===== config.mk =====
export PLATFORM = sky130hd
export DESIGN_NAME = max7219_bcd_frame
export DESIGN_NICKNAME = d
export VERILOG_FILES = /design/src/rtl/max7219_pkg.sv /design/src/rtl/bcd_digit_adjust.sv /design/src/rtl/max7219_bcd_frame.sv
export SDC_FILE = /design/constraint.sdc
export NUM_CORES = 1
export LEC_CHECK = 0
export CAP_MARGIN = 20
export CORE_ASPECT_RATIO = 0.7
export CORE_MARGIN = 4
export CORE_UTILIZATION = 50
export CTS_BUF_LIST = sky130_fd_sc_hd__clkbuf_4 sky130_fd_sc_hd__clkbuf_8
export DETAILED_ROUTE_END_ITERATION = 8
export GPL_TIMING_DRIVEN = 0
export PLACE_DENSITY = 0.79
export SETUP_SLACK_MARGIN = 0.02
export SYNTH_ARGS = -nofsm -noshare
export SYNTH_HDL_FRONTEND = slang
export SYNTH_SLANG_ARGS = --single-unit

===== constraint.sdc =====
create_clock -name clk -period 2 [get_ports clk]
set_input_delay 0.2 -clock clk [delete_from_list [all_inputs] [get_ports clk]]
set_output_delay 0.2 -clock clk [all_outputs]
set_load 0.02 [all_outputs]

===== src/rtl/max7219_pkg.sv =====
// Shared constants, FSM encoding and frame-mapping helpers for the MAX7219 display path.
package max7219_pkg;

    localparam int DIGITS_PER_CASCADE = 8;
    localparam int BYTES_PER_CASCADE  = 4;
    localparam int NIBBLE_W           = 4;

    typedef enum logic {
        ST_IDLE    = 1'b0,
        ST_CONVERT = 1'b1
    } bcd_state_e;

    // Frame byte holding decimal digit k (k = 0 is the least significant digit).
    // Within a cascade the highest digit pair sits in the lowest byte.
    function automatic int frame_byte_idx(input int k);
        return BYTES_PER_CASCADE * (k / DIGITS_PER_CASCADE)
             + (BYTES_PER_CASCADE - 1)
             - (k % DIGITS_PER_CASCADE) / 2;
    endfunction

    // Bit offset of digit k inside its frame byte: even digits low nibble, odd digits high.
    function automatic int frame_nibble_lsb(input int k);
        return NIBBLE_W * ((k % DIGITS_PER_CASCADE) % 2);
    endfunction

endpackage


===== src/rtl/bcd_digit_adjust.sv =====
// Double-dabble correction for one BCD digit: add 3 when the digit is 5 or more,
// so the following left shift carries correctly into the next decimal digit.
module bcd_digit_adjust
    import max7219_pkg::*;
(
    input  logic [NIBBLE_W-1:0] digit_i,
    output logic [NIBBLE_W-1:0] digit_o
);

    // Conditional +3 ahead of the shift.
    always_comb begin
        digit_o = (digit_i >= NIBBLE_W'(5)) ? digit_i + NIBBLE_W'(3) : digit_i;
    end

endmodule


===== src/rtl/max7219_bcd_frame.sv =====
// Sequential binary-to-BCD converter (double dabble, one bit per cycle, MSB first)
// that delivers its digits as a packed byte frame for the MAX7219 display driver.
module max7219_bcd_frame
    import max7219_pkg::*;
#(
    parameter int NUM_CASCADES = 1,
    parameter int BIN_W        = 27
) (
    input  logic             clk,
    input  logic             reset_n,
    input  logic             in_valid,
    output logic             in_ready,
    input  logic [BIN_W-1:0] bin,
    output logic [7:0]       frame [BYTES_PER_CASCADE*NUM_CASCADES],
    output logic             frame_valid,
    output logic             overflow
);

    localparam int NUM_DIGITS = DIGITS_PER_CASCADE * NUM_CASCADES;
    localparam int NUM_BYTES  = BYTES_PER_CASCADE * NUM_CASCADES;
    localparam int BCD_W      = NIBBLE_W * NUM_DIGITS;
    localparam int CNT_W      = (BIN_W > 1) ? $clog2(BIN_W) : 1;
    localparam int LAST_ITER  = BIN_W - 1;

    bcd_state_e         state_q, state_d;
    logic [BIN_W-1:0]   bin_q;
    logic [BCD_W-1:0]   bcd_q;
    logic [CNT_W-1:0]   cnt_q;
    logic               ovf_work_q;
    logic [8*NUM_BYTES-1:0] frame_q;
    logic               overflow_q;
    logic               frame_valid_q;

    logic [BCD_W-1:0]   bcd_adj;
    logic [BCD_W-1:0]   bcd_shift;
    logic [8*NUM_BYTES-1:0] frame_map;
    logic               handshake;
    logic               last_iter;

    assign handshake = in_valid && (state_q == ST_IDLE);
    assign last_iter = (state_q == ST_CONVERT) && (cnt_q == CNT_W'(LAST_ITER));

    // The digit that would leave the register is the adjusted top digit's MSB;
    // the new binary bit enters at the bottom.
    assign bcd_shift = {bcd_adj[BCD_W-2:0], bin_q[BIN_W-1]};

    genvar gi;
    generate
        for (gi = 0; gi < NUM_DIGITS; gi++) begin : g_digit
            localparam int BYTE_IDX = frame_byte_idx(gi);
            localparam int NIB_LSB  = frame_nibble_lsb(gi);

            bcd_digit_adjust u_adjust (
                .digit_i (bcd_q  [NIBBLE_W*gi +: NIBBLE_W]),
                .digit_o (bcd_adj[NIBBLE_W*gi +: NIBBLE_W])
            );

            assign frame_map[8*BYTE_IDX + NIB_LSB +: NIBBLE_W] = bcd_shift[NIBBLE_W*gi +: NIBBLE_W];
        end

        for (gi = 0; gi < NUM_BYTES; gi++) begin : g_frame_out
            assign frame[gi] = frame_q[8*gi +: 8];
        end
    endgenerate

    // FSM state register.
    always_ff @(posedge clk or negedge reset_n) begin
        if (!reset_n) state_q <= ST_IDLE;
        else          state_q <= state_d;
    end

    // FSM next state: accept in IDLE, leave CONVERT after the final bit.
    always_comb begin
        state_d = state_q;
        case (state_q)
            ST_IDLE:    if (handshake) state_d = ST_CONVERT;
            ST_CONVERT: if (last_iter) state_d = ST_IDLE;
            default:    state_d = ST_IDLE;
        endcase
    end

    // FSM outputs: ready only while idle.
    always_comb begin
        in_ready = (state_q == ST_IDLE);
    end

    // Working registers: capture on handshake, then one double-dabble step per cycle.
    always_ff @(posedge clk or negedge reset_n) begin
        if (!reset_n) begin
            bin_q      <= '0;
            bcd_q      <= '0;
            cnt_q      <= '0;
            ovf_work_q <= 1'b0;
        end else if (handshake) begin
            bin_q      <= bin;
            bcd_q      <= '0;
            cnt_q      <= '0;
            ovf_work_q <= 1'b0;
        end else if (state_q == ST_CONVERT) begin
            bin_q      <= bin_q << 1;
            bcd_q      <= bcd_shift;
            cnt_q      <= cnt_q + CNT_W'(1);
            ovf_work_q <= ovf_work_q | bcd_adj[BCD_W-1];
        end
    end

    // Output registers: load the final step straight into the frame and pulse valid.
    always_ff @(posedge clk or negedge reset_n) begin
        if (!reset_n) begin
            frame_q       <= '0;
            overflow_q    <= 1'b0;
            frame_valid_q <= 1'b0;
        end else begin
            frame_valid_q <= last_iter;
            if (last_iter) begin
                frame_q    <= frame_map;
                overflow_q <= ovf_work_q | bcd_adj[BCD_W-1];
            end
        end
    end

    assign frame_valid = frame_valid_q;
    assign overflow    = overflow_q;

endmodule


==> summary.md, run 1 <==
| Metric | Value |
|---|---|
| RSZ-0062 raised after global routing | `false` |
| Rows | `29` |
| Measured slew at the worst slew-check pin | `543 ps` |
| Part of the power in the clock network | `16.3%` |
| Final ANT Viol Nets | `0` |
| CP max stage delay | `560 ps` |
| Number of diodes | `0` |
| CP delay by family, top | `buffers and inverters` |
| CTS HTree Levels | `3` |
| Fmax | `525 MHz` |
| Crit-path cells | `buf_2 > clkinvlp_4 > clkdlybuf4s50_1` |
| Status | `complete, no violations` |
| Seq pwr share | `38.9%` |
| Top cell type's share of synthesized area | `52.1%` |
| Final setup vio count | `0` |
| DP HPWL | `7550 um` |
| CTS buffer count | `9` |
| Largest net degree at the start of global routing | `64` |
| Crit path from | `state_q` |
| YS warnings | `0` |
| Area growth syn-to-layout | `21.9%` |
| Final hold vios | `0` |
| Worst reg2reg endpoint | `frame_q[29]` |
| Slew Viols, Final | `0` |
| CP Capture Type | `primary output` |
| Seq/Total Area, Yosys | `52.1%` |
| Worst Path Buf+Inv | `3` |
| DRT Pass-1 Iters | `4` |
| Flop-to-flop setup slack | `270 ps` |
| Most common cell in the netlist | `dfrtp_1` |
| Root buf cell | `clkbuf_8` |
| Max Clock Skew | `16.9 ps` |
| Psw | `0.00340 W` |
| Leak | `2.75 nW` |
| FF-to-FF Start | `cnt_q[0]` |
| Max-capacitance violation count | `0` |
| CTS tree | `built` |
| Initial DRC Count | `226` |
| CP max-delay cell | `clkdlybuf4s50_1` |
| Input/output buffers | `63` |
| Top FF cell, synth | `dfrtp_1` |
| Startpoint types | `register` |
| Detailed-route wire length | `10,600 um` |
| Sw frac | `38.0%` |
| Hold Path Class | `primary input to asynchronous set/reset pin` |
| Combinational Power Share | `44.7%` |
| Mapped cell area | `0.00480 mm^2` |
| Wire per inst | `16.2 um` |
| Crit path arrival time | `1710 ps` |
| GRT overflow | `0` |
| GP Congestion | `0.848` |
| Final period utilization | `95.3%` |
| Average size of a mapped cell | `10.7 um^2` |
| Drt drc | `0` |
| Setup tns final | `0 ps` |
| Initial antenna violation count | `0` |
| Height of the die | `90.0 um` |
| #FFs+latches synth | `100` |
| Initial Util | `52.1%` |
| Vias per cell | `5.54` |
| Core area | `0.00922 mm^2` |
| GRT Total Usage | `19.9%` |
| Via Count | `3,616` |
| Clk buf depth | `2` |
| Top post-synthesis cells by area | `dfrtp_1 52%, mux2i_1 7.3%, o21ai_0 6.3%` |
| Synth Instances | `448` |
| Tmin final | `1910 ps` |
| Post-synth ARST share | `100%` |
| Fillers | `767` |
| Worst-Skew Late Latency | `380 ps` |
| Syn_nets | `496` |
| Kind of critical path | `register to primary output` |
| # nets final | `572` |
| Vias in the first global route | `3,662` |
| CP Max Fanout | `9` |
| I/O pins | `65` |
| Worst EP required | `1800 ps` |
| DIE AREA | `0.0113 mm^2` |
| Largest area contributor in the netlist | `dfrtp_1` |
| Worst vdd ir | `0.843 mV` |
| Int Pwr | `0.00555 W` |
| DIE WIDTH | `125 um` |
| Layout cells sized above 1 | `7.56%` |
| Worst-path clk slew | `100 ps` |
| First-pass GRT wire length | `18,100 um` |
| Clock Sinks | `100` |
| Synth top cells by count | `100 x dfrtp_1, 60 x o21ai_0, 52 x nand2_1, 35 x mux2i_1, 20 x a21oi_1` |
| Cell Count, Final, Fillers Out | `653` |
| Reg2Reg Depth | `6` |
| Yosys cell types | `33` |
| PD cells | `1530 mW/mm^2` |
| Post-synth EDFFs | `0` |
| Max_slew headroom | `63.8%` |
| Dpl cells | `636` |
==> cell type report <==
type	count	area (um^2)	area share (%)
buffer	23	115	1.97
clock buffer	12	153	2.61
multi-input combinational	305	2110	36.0
sequential	100	2500	42.8
timing repair buffer	66	673	11.5
tap	124	155	2.65
inverter	19	75.1	1.28
clock inverter	4	72.6	1.24
==> worst max path at each step <==
| stage | end | cells after the start | slack, ps |
|---|---|---|---|
| detailed placement | in_ready | 4 | 30 |
| finish | in_ready | 3 | 90 |
| global route | in_ready | 3 | 20 |
| global placement | bin_q[6] | 1 | -2980 |
| floorplan | frame_q[2] | 5 | 510 |
| CTS | in_ready | 3 | 70 |
==> logic make-up after synthesis <==
| kind of cell | count (synthesis) | synth area share (%) |
|---|---|---|
| and+or+nand+nor | 109 | 11.5 |
| buffers and inverters | 43 | 3.96 |
| xor gates and xnor gates | 9 | 1.64 |
| muxes | 56 | 12.2 |
| DFF | 100 | 52.1 |
| AOI/OAI and AO/OA | 113 | 13.8 |
| adders and majority gates | 18 | 4.69 |
==> per-layer routing <==
metal  GRT usage, %  share of wire, %
met5              0                 0
met4           6.59               2.2
met3           5.45               5.1
met2           30.9                46
met1           27.1                46
==> cell usage in the layout (no fill, tap or decap), types with 12 or more instances in the layout <==
cell             count
mux2i_1             35
a21oi_1             20
inv_1               17
nor3b_1             12
mux2_1              18
nand2_1             52
clkdlybuf4s50_1     62
ha_1                18
a21o_1              17
dfrtp_1            100
o21ai_0             60
a22o_1              13
==> timing repair <==
action	CTS	global route
endpoints found under the setup margin	1	0
hold endpoints to repair	37	0
resized for setup	1	0
hold buffers	1	0
setup buffers	1	0
==> power groups by stage <==
stage          logic (W)  registers [W]  clock network [W]
2_1_floorplan    0.00243        0.00369                  0
3_3_place_gp     0.00382        0.00346                  0
3_5_place_dp     0.00401        0.00351                  0
4_1_cts          0.00404        0.00348            0.00148
5_1_grt          0.00449        0.00360            0.00158
6_report         0.00400        0.00349            0.00146
==> sequential cells by signal, indices dropped and copies added, names as in the netlist <==
register and count:
ovf_work_q 1, bin_q 27, bcd_q 32, frame_valid 1
state_q 1, overflow 1, cnt_q 5, frame_q 32
==> per-stage QoR <==
step	hold WS (ps)	util, %	worst slack [ps]	total power (W)	instance area (um^2)
floorplan	-95.6	-	512	0.00612	4800
global placement	459	60.6	-2980	0.00728	5590
detailed placement	210	60.9	29.0	0.00752	5610
CTS	341	63.5	72.2	0.00900	5850
global route	346	63.5	22.7	0.00966	5850
finish	328	63.5	93.5	0.00895	5850
No activity file was read; power rests on OpenSTA's default activity.
==> run 2, diff against run 1 <==
--- a/config.mk
+++ b/config.mk
@@ -11,6 +11,7 @@
 export CORE_UTILIZATION = 50
 export CTS_BUF_LIST = sky130_fd_sc_hd__clkbuf_4 sky130_fd_sc_hd__clkbuf_8
 export DETAILED_ROUTE_END_ITERATION = 8
+export GPL_ROUTABILITY_DRIVEN = 0
 export GPL_TIMING_DRIVEN = 0
 export PLACE_DENSITY = 0.79
 export SETUP_SLACK_MARGIN = 0.02
==> results of run 2 <==
No change in the layout: final DEF, timing and power equal those of run 1.
==> run 3, diff against run 2 <==
--- a/config.mk
+++ b/config.mk
@@ -13,8 +13,9 @@
 export DETAILED_ROUTE_END_ITERATION = 8
 export GPL_ROUTABILITY_DRIVEN = 0
 export GPL_TIMING_DRIVEN = 0
-export PLACE_DENSITY = 0.79
+export PLACE_DENSITY = 0.74
 export SETUP_SLACK_MARGIN = 0.02
+export SKIP_LAST_GASP = 1
 export SYNTH_ARGS = -nofsm -noshare
 export SYNTH_HDL_FRONTEND = slang
 export SYNTH_SLANG_ARGS = --single-unit
==> run 3 against run 2 <==
Compared with the run above:
- register-to-register slack about the same
- total power about the same
- critical endpoint unchanged
- highest routed layer unchanged
- sequential cell count unchanged
==> summary.md, run 3 (synthesized netlist as in run 1, its figures left out) <==
| Metric | Value |
|---|---|
| Status | `complete, no violations` |
| DIE WIDTH | `125 um (unchanged)` |
| RSZ-0062 raised after global routing | `false` |
| Tmin final | `1880 ps (-29.2 ps)` |
| Measured slew at the worst slew-check pin | `672 ps (+129 ps)` |
| Most common cell after layout, fill and taps aside | `dfrtp_1` |
| CP max stage delay | `610 ps (+50 ps)` |
| Slew Viols, Final | `0 (unchanged)` |
| Combinational Power Share | `44.8% (about the same)` |
| Initial antenna violation count | `0 (unchanged)` |
| Int Pwr | `0.00552 W (-0.47%)` |
| Clk buf depth | `2 (unchanged)` |
| Layout cells sized above 1 | `7.56% (unchanged)` |
| Final hold vios | `0 (unchanged)` |
| GRT overflow | `0 (unchanged)` |
| Initial DRC Count | `204 (-9.7%)` |
| Height of the die | `90.0 um (unchanged)` |
| CP Max Fanout | `9 (unchanged)` |
| Vias in the first global route | `3,755 (+2.5%)` |
| Hold Path Class | `primary input to register` |
| Wire per inst | `16.5 um (+1.6%)` |
| Area growth syn-to-layout | `22.0% (about the same)` |
| Design Power | `0.00894 W (about the same)` |
| Fmax | `533 MHz (+1.6%)` |
| CTS tree | `built` |
| Worst Path Buf+Inv | `3 (unchanged)` |
| Worst vdd ir | `0.784 mV (-7.0%)` |
| CTS HTree Levels | `3 (unchanged)` |
| DRT Pass-1 Iters | `5 (+1)` |
| Crit-path cells | `clkbuf_4 > clkinvlp_4 > clkdlybuf4s50_1` |
| Number of diodes | `0 (unchanged)` |
| Worst-path clk slew | `90 ps (about the same)` |
| Worst-Skew Late Latency | `380 ps (about the same)` |
| I/O pins | `65 (unchanged)` |
| Max Clock Skew | `12.0 ps (-4.94 ps)` |
| Input/output buffers | `63 (unchanged)` |
| DP HPWL | `7620 um (+0.85%)` |
| CTS buffer count | `9 (unchanged)` |
| Drt drc | `0 (unchanged)` |
| Psw | `0.00342 W (+0.53%)` |
| Worst setup margin | `123 ps (+29.2 ps)` |
| Leak | `2.75 nW (about the same)` |
| Core area | `0.00922 mm^2 (unchanged)` |
| Setup tns final | `0 ps (unchanged)` |
| # nets final | `572 (unchanged)` |
| PD cells | `1530 mW/mm^2 (-0.11%)` |
| Max_slew headroom | `55.2% (-8.6 points)` |
| Sw frac | `38.3% (+0.24 points)` |
| Leading registers by flop count | `bcd_q x32, frame_q x32, bin_q x27` |
| Kind of critical path | `register to primary output` |
| Final ANT Viol Nets | `0 (unchanged)` |
| Crit path arrival time | `1680 ps (-30 ps)` |
| Seq pwr share | `39.0% (about the same)` |
| CP delay by family, top | `buffers and inverters` |
| Rows | `29 (unchanged)` |
| Via Count | `3,583 (-0.91%)` |
| CP max-delay cell | `clkdlybuf4s50_1` |
| First-pass GRT wire length | `18,300 um (+1.1%)` |
| Fillers | `763 (-0.52%)` |
| Largest net degree at the start of global routing | `52 (-19%)` |
| DIE AREA | `0.0113 mm^2 (unchanged)` |
| Vias per cell | `5.49 (-0.91%)` |
| GRT Total Usage | `20.1% (+0.26 points)` |
| Most frequent cells in the layout | `100 x dfrtp_1, 62 x clkdlybuf4s50_1, 60 x o21ai_0` |
| Clock Sinks | `100 (unchanged)` |
| Root buf cell | `clkbuf_8` |
| Final period utilization | `93.9% (-1.5 points)` |
| Dpl ws | `8.18 ps (-20.8 ps)` |
| Max-capacitance violation count | `0 (unchanged)` |
| Initial Util | `52.1% (unchanged)` |
| Startpoint types | `register` |
| Worst EP required | `1800 ps (about the same)` |
| Final setup vio count | `0 (unchanged)` |
| Detailed-route wire length | `10,800 um (+1.6%)` |
| CP Capture Type | `primary output` |
| Part of the power in the clock network | `16.2% (about the same)` |
run 3: cell count changes in the layout (fill, tap and decap cells not counted):
cell and delta:
clkbuf_4 -1, buf_2 -1, clkinv_2 +1, inv_6 +1
run 3: metal layers:
| layer | up-vias | track usage, % | wire length [um] |
|---|---|---|---|
| met5 | - | 0 | 0 |
| met2 | 79 | 31.8 | 4960 |
| met4 | 0 | 6.14 | 184 |
| met1 | 1787 | 27.7 | 5100 |
| li1 | 1703 | - | - |
| met3 | 14 | 4.98 | 515 |
run 3: area by class of cell:
cell class	instances	area, um^2	area share, %
tap	124	155	2.65
clock inverter	6	86.3	1.47
multi-input combinational	305	2110	36.0
buffer	23	118	2.01
clock buffer	10	138	2.35
sequential	100	2500	42.7
inverter	19	75.1	1.28
timing repair buffer	66	673	11.5
run 3: repair_timing:
action                                  4_1_cts  5_1_grt
resized for setup                             1        1
hold buffers                                  1        0
endpoints found under the setup margin        1        1
hold endpoints to repair                     49        0
setup buffers                                 1        0
run 3: path summary, 6_finish.rpt:
path | cells past startpoint | start | endpoint | slack (ps)
min in group asynchronous | 2 | reset_n | frame_q[10] | 400
worst min-delay path | 3 | in_valid | bcd_q[31] | 350
max in group asynchronous | 3 | reset_n | bcd_q[6] | 930
worst max-delay path | 3 | state_q | in_ready | 120
worst min register to register | 1 | frame_q[9] | frame_q[9] | 490
worst max register to register | 6 | cnt_q[0] | frame_q[26] | 270
run 3: per-stage QoR:
stage / instance area [um^2] / utilization [%] / hold WS, ps / std cells
after detailed placement: 5610 / 60.9 / 277 / 636
final: 5850 / 63.5 / 349 / 653
after CTS: 5850 / 63.5 / 331 / 653
after global placement: 5590 / 60.6 / 462 / 635
after global routing: 5850 / 63.5 / 343 / 653
after floorplan: 4800 / - / -95.6 / 448
run 3: power groups by stage:
| stage | combinational [W] | sequential, W | clock, W |
|---|---|---|---|
| floorplan | 0.00243 | 0.00369 | 0 |
| CTS | 0.00404 | 0.00348 | 0.00148 |
| detailed placement | 0.00402 | 0.00351 | 0 |
| finish | 0.00401 | 0.00349 | 0.00145 |
| global placement | 0.00383 | 0.00347 | 0 |
| global route | 0.00447 | 0.00361 | 0.00155 |
run 3: worst reg2reg max path, cell delays in order, from the launching register on:
cell and delay [ps]:
dfrtp_1 440, inv_1 80, ha_1 190, nand4_4 190
inv_2 180, buf_6 180, mux2_1 350
==> variant (config.mk and constraints of run 2) <==
Register the output `overflow` once more, without a reset; this adds one clock of latency there. The other outputs are not delayed to match.
--- a/src/rtl/max7219_bcd_frame.sv
+++ b/src/rtl/max7219_bcd_frame.sv
@@ -120,7 +120,9 @@
     end
 
     assign frame_valid = frame_valid_q;
-    assign overflow    = overflow_q;
+    always_ff @(posedge clk) begin
+        overflow <= overflow_q;
+    end
 
 endmodule
 
Function: no difference found for any inputs over 10 cycles, from zero or initial values and one cycle with reset_n low; that may be too few to reach the edited logic, so the function may still have changed.
==> variant against run 2 <==
Routed wire length shrank 1.5%; critical path depth is the same; total power shrank 2.6%; area after synthesis grew 0.42%; setup slack gained 0.054 ns; sequential share of layout area grew 0.60 points; sequential cell count grew 1; cell area shrank 0.60%; cell count is the same; critical path type unchanged; largest cell class unchanged; largest power group unchanged.
==> variant: results (changes against run 2) <==
- Status: complete, no violations
- Top flop regs: bcd_q x32, frame_q x32, bin_q x27
- Final HPWL DP: 7.62 mm (+0.87%)
- Worst r2r src: bcd_q[20]$_DFFE_PN0P_
- Relative slew slack: 61.7% (-2.1 points)
- Leakage power figure: 0.00274 uW (-0.42%)
- Peak supply drop: 0.946 mV (+12%)
- Area contributors post-synth: dfrtp_1 (52%), mux2i_1 (7.3%), o21ai_0 (6.2%)
- Max FO, Critical Path: 9 (unchanged)
- Root Buffer: clkbuf_8
- Clk_skew: 0.0108 ns (-0.00613 ns)
- Reg2reg setup slack: 0.31 ns (+0.04 ns)
- Antenna violations before repair: 0 (unchanged)
- Synth Warn #: 0 (unchanged)
- Routed via count: 3521 (-2.6%)
- Worst Reg-to-Reg Cells: 6 (unchanged)
- Fin cells: 653 (unchanged)
- Avg WL per Cell: 16.0 um (-1.5%)
- H-tree depth: 3 (unchanged)
- ANT cells: 0 (unchanged)
- Library cells used by synthesis: 34 (+3.0%)
- Vias in the first global route: 3659 (-0.082%)
- Avg Cell Area, Syn: 10.7 um2 (+0.19%)
- Largest net degree at the start of global routing: 68 (+6.3%)
- Global-route wire length before repair: 18.1 mm (+0.15%)
- Layout net count: 573 (+0.17%)
- HP Class: in -> async
- Commonest cells post-synth: dfrtp_1 (100), o21ai_0 (60), nand2_1 (52)
- GRT Util Overall: 19.7% (-0.11 points)
- Setup violators final: 0 (unchanged)
- Clk_lat worst skew: 0.37 ns
- CTS Buf Count: 9 (unchanged)
- Port bufs: 63 (unchanged)
- Register area share after synthesis: 52.3% (+0.20 points)
- Syn_nets: 497 (+0.20%)
- DRT Pass-1 Iters: 4 (unchanged)
- Share of layout cells above drive strength 1: 7.37% (-0.19 points)
- Internal: 5330 uW (-3.9%)
- DR iter-0 viols: 258 (+14%)
- Reg2reg end: frame_q[13]$_DFFE_PN0P_
- Critical Path AT: 1.65 ns (-0.06 ns)
- CTS Buffer Depth: 2 (unchanged)
- Worst-path clk slew: 0.09 ns
- Placed cells: 637 (+0.16%)
- Ys async rst share: 99.0% (-0.99 points)
==> variant: how the worst max path moves through the flow <==
stage	from	endpoint	slack (ns)	depth (start not counted)
final	state_q$_DFF_PN0_	in_ready	0.15	3
after CTS	state_q$_DFF_PN0_	in_ready	0.14	3
after global routing	state_q$_DFF_PN0_	in_ready	0.1	3
after global placement	reset_n	bin_q[4]$_DFFE_PN0P_	-3.00	1
after detailed placement	state_q$_DFF_PN0_	in_ready	0.02	4
after floorplan	bcd_q[24]$_DFFE_PN0P_	frame_q[2]$_DFFE_PN0P_	0.51	5
==> variant: what timing repair did <==
action	CTS	global route
setup buffers	1	0
endpoints found under the setup margin	1	0
gates resized for setup	1	0
endpoints found under the hold margin	33	0
hold buffers	1	0
==> variant: power groups by stage <==
stage / sequential, uW / clock [uW] / combinational (uW)
after global placement: 3490 / 0 / 3830
final: 3520 / 1170 / 4020
after global routing: 3630 / 1300 / 4500
after floorplan: 3720 / 0 / 2430
after detailed placement: 3540 / 0 / 4050
after CTS: 3510 / 1200 / 4070
==> variant: per-stage QoR <==
step	TNS [ns]	utilization [%]	hold WS [ns]	setup WS, ns	area, um2
floorplan	0	-	-0.0956	0.512	4820
global placement	-298.79	60.8	0.356	-3.00	5610
detailed placement	0	61.1	0.187	0.0152	5630
CTS	0	63.1	0.324	0.138	5820
global route	0	63.1	0.342	0.0950	5820
finish	0	63.1	0.325	0.148	5820
==> variant: critical path, cell delays in order, from the launching register on <==
cell             delay (ns)
dfrtp_1                0.33
buf_2                  0.24
clkinvlp_4             0.16
clkdlybuf4s50_1        0.55
==> variant: cell families (layout without fill, tap and decap cells) <==
group | count (synthesis) | count (layout) | synth area share (%)
AOI/OAI and AO/OA | 113 | 113 | 13.8
and+or+nand+nor | 109 | 109 | 11.5
DFF | 101 | 101 | 52.3
muxes | 56 | 56 | 12.2
buffers and inverters | 43 | 123 | 3.95
adders and majority gates | 18 | 18 | 4.67
xor gates and xnor gates | 9 | 9 | 1.64
==> variant: final cells by class <==
cell class / count / area [um2]
Tap cell: 124 / 155
Clock buffer: 13 / 160
Timing Repair Buffer: 66 / 673
Buffer: 23 / 115
Fill cell: 778 / 3400
Clock inverter: 2 / 10.0
Inverter: 19 / 75.1
Multi-Input combinational cell: 305 / 2110
Sequential cell: 101 / 2520
==> variant: routing by layer <==
layer  GRT usage (%)  vias to the layer above  share of wire, %
li1                -                     1700                 -
met5               0                        -                 0
met1            27.9                     1719                47
met2            29.8                       90                46
met3            6.40                       12               6.3
met4            4.51                        0               1.1
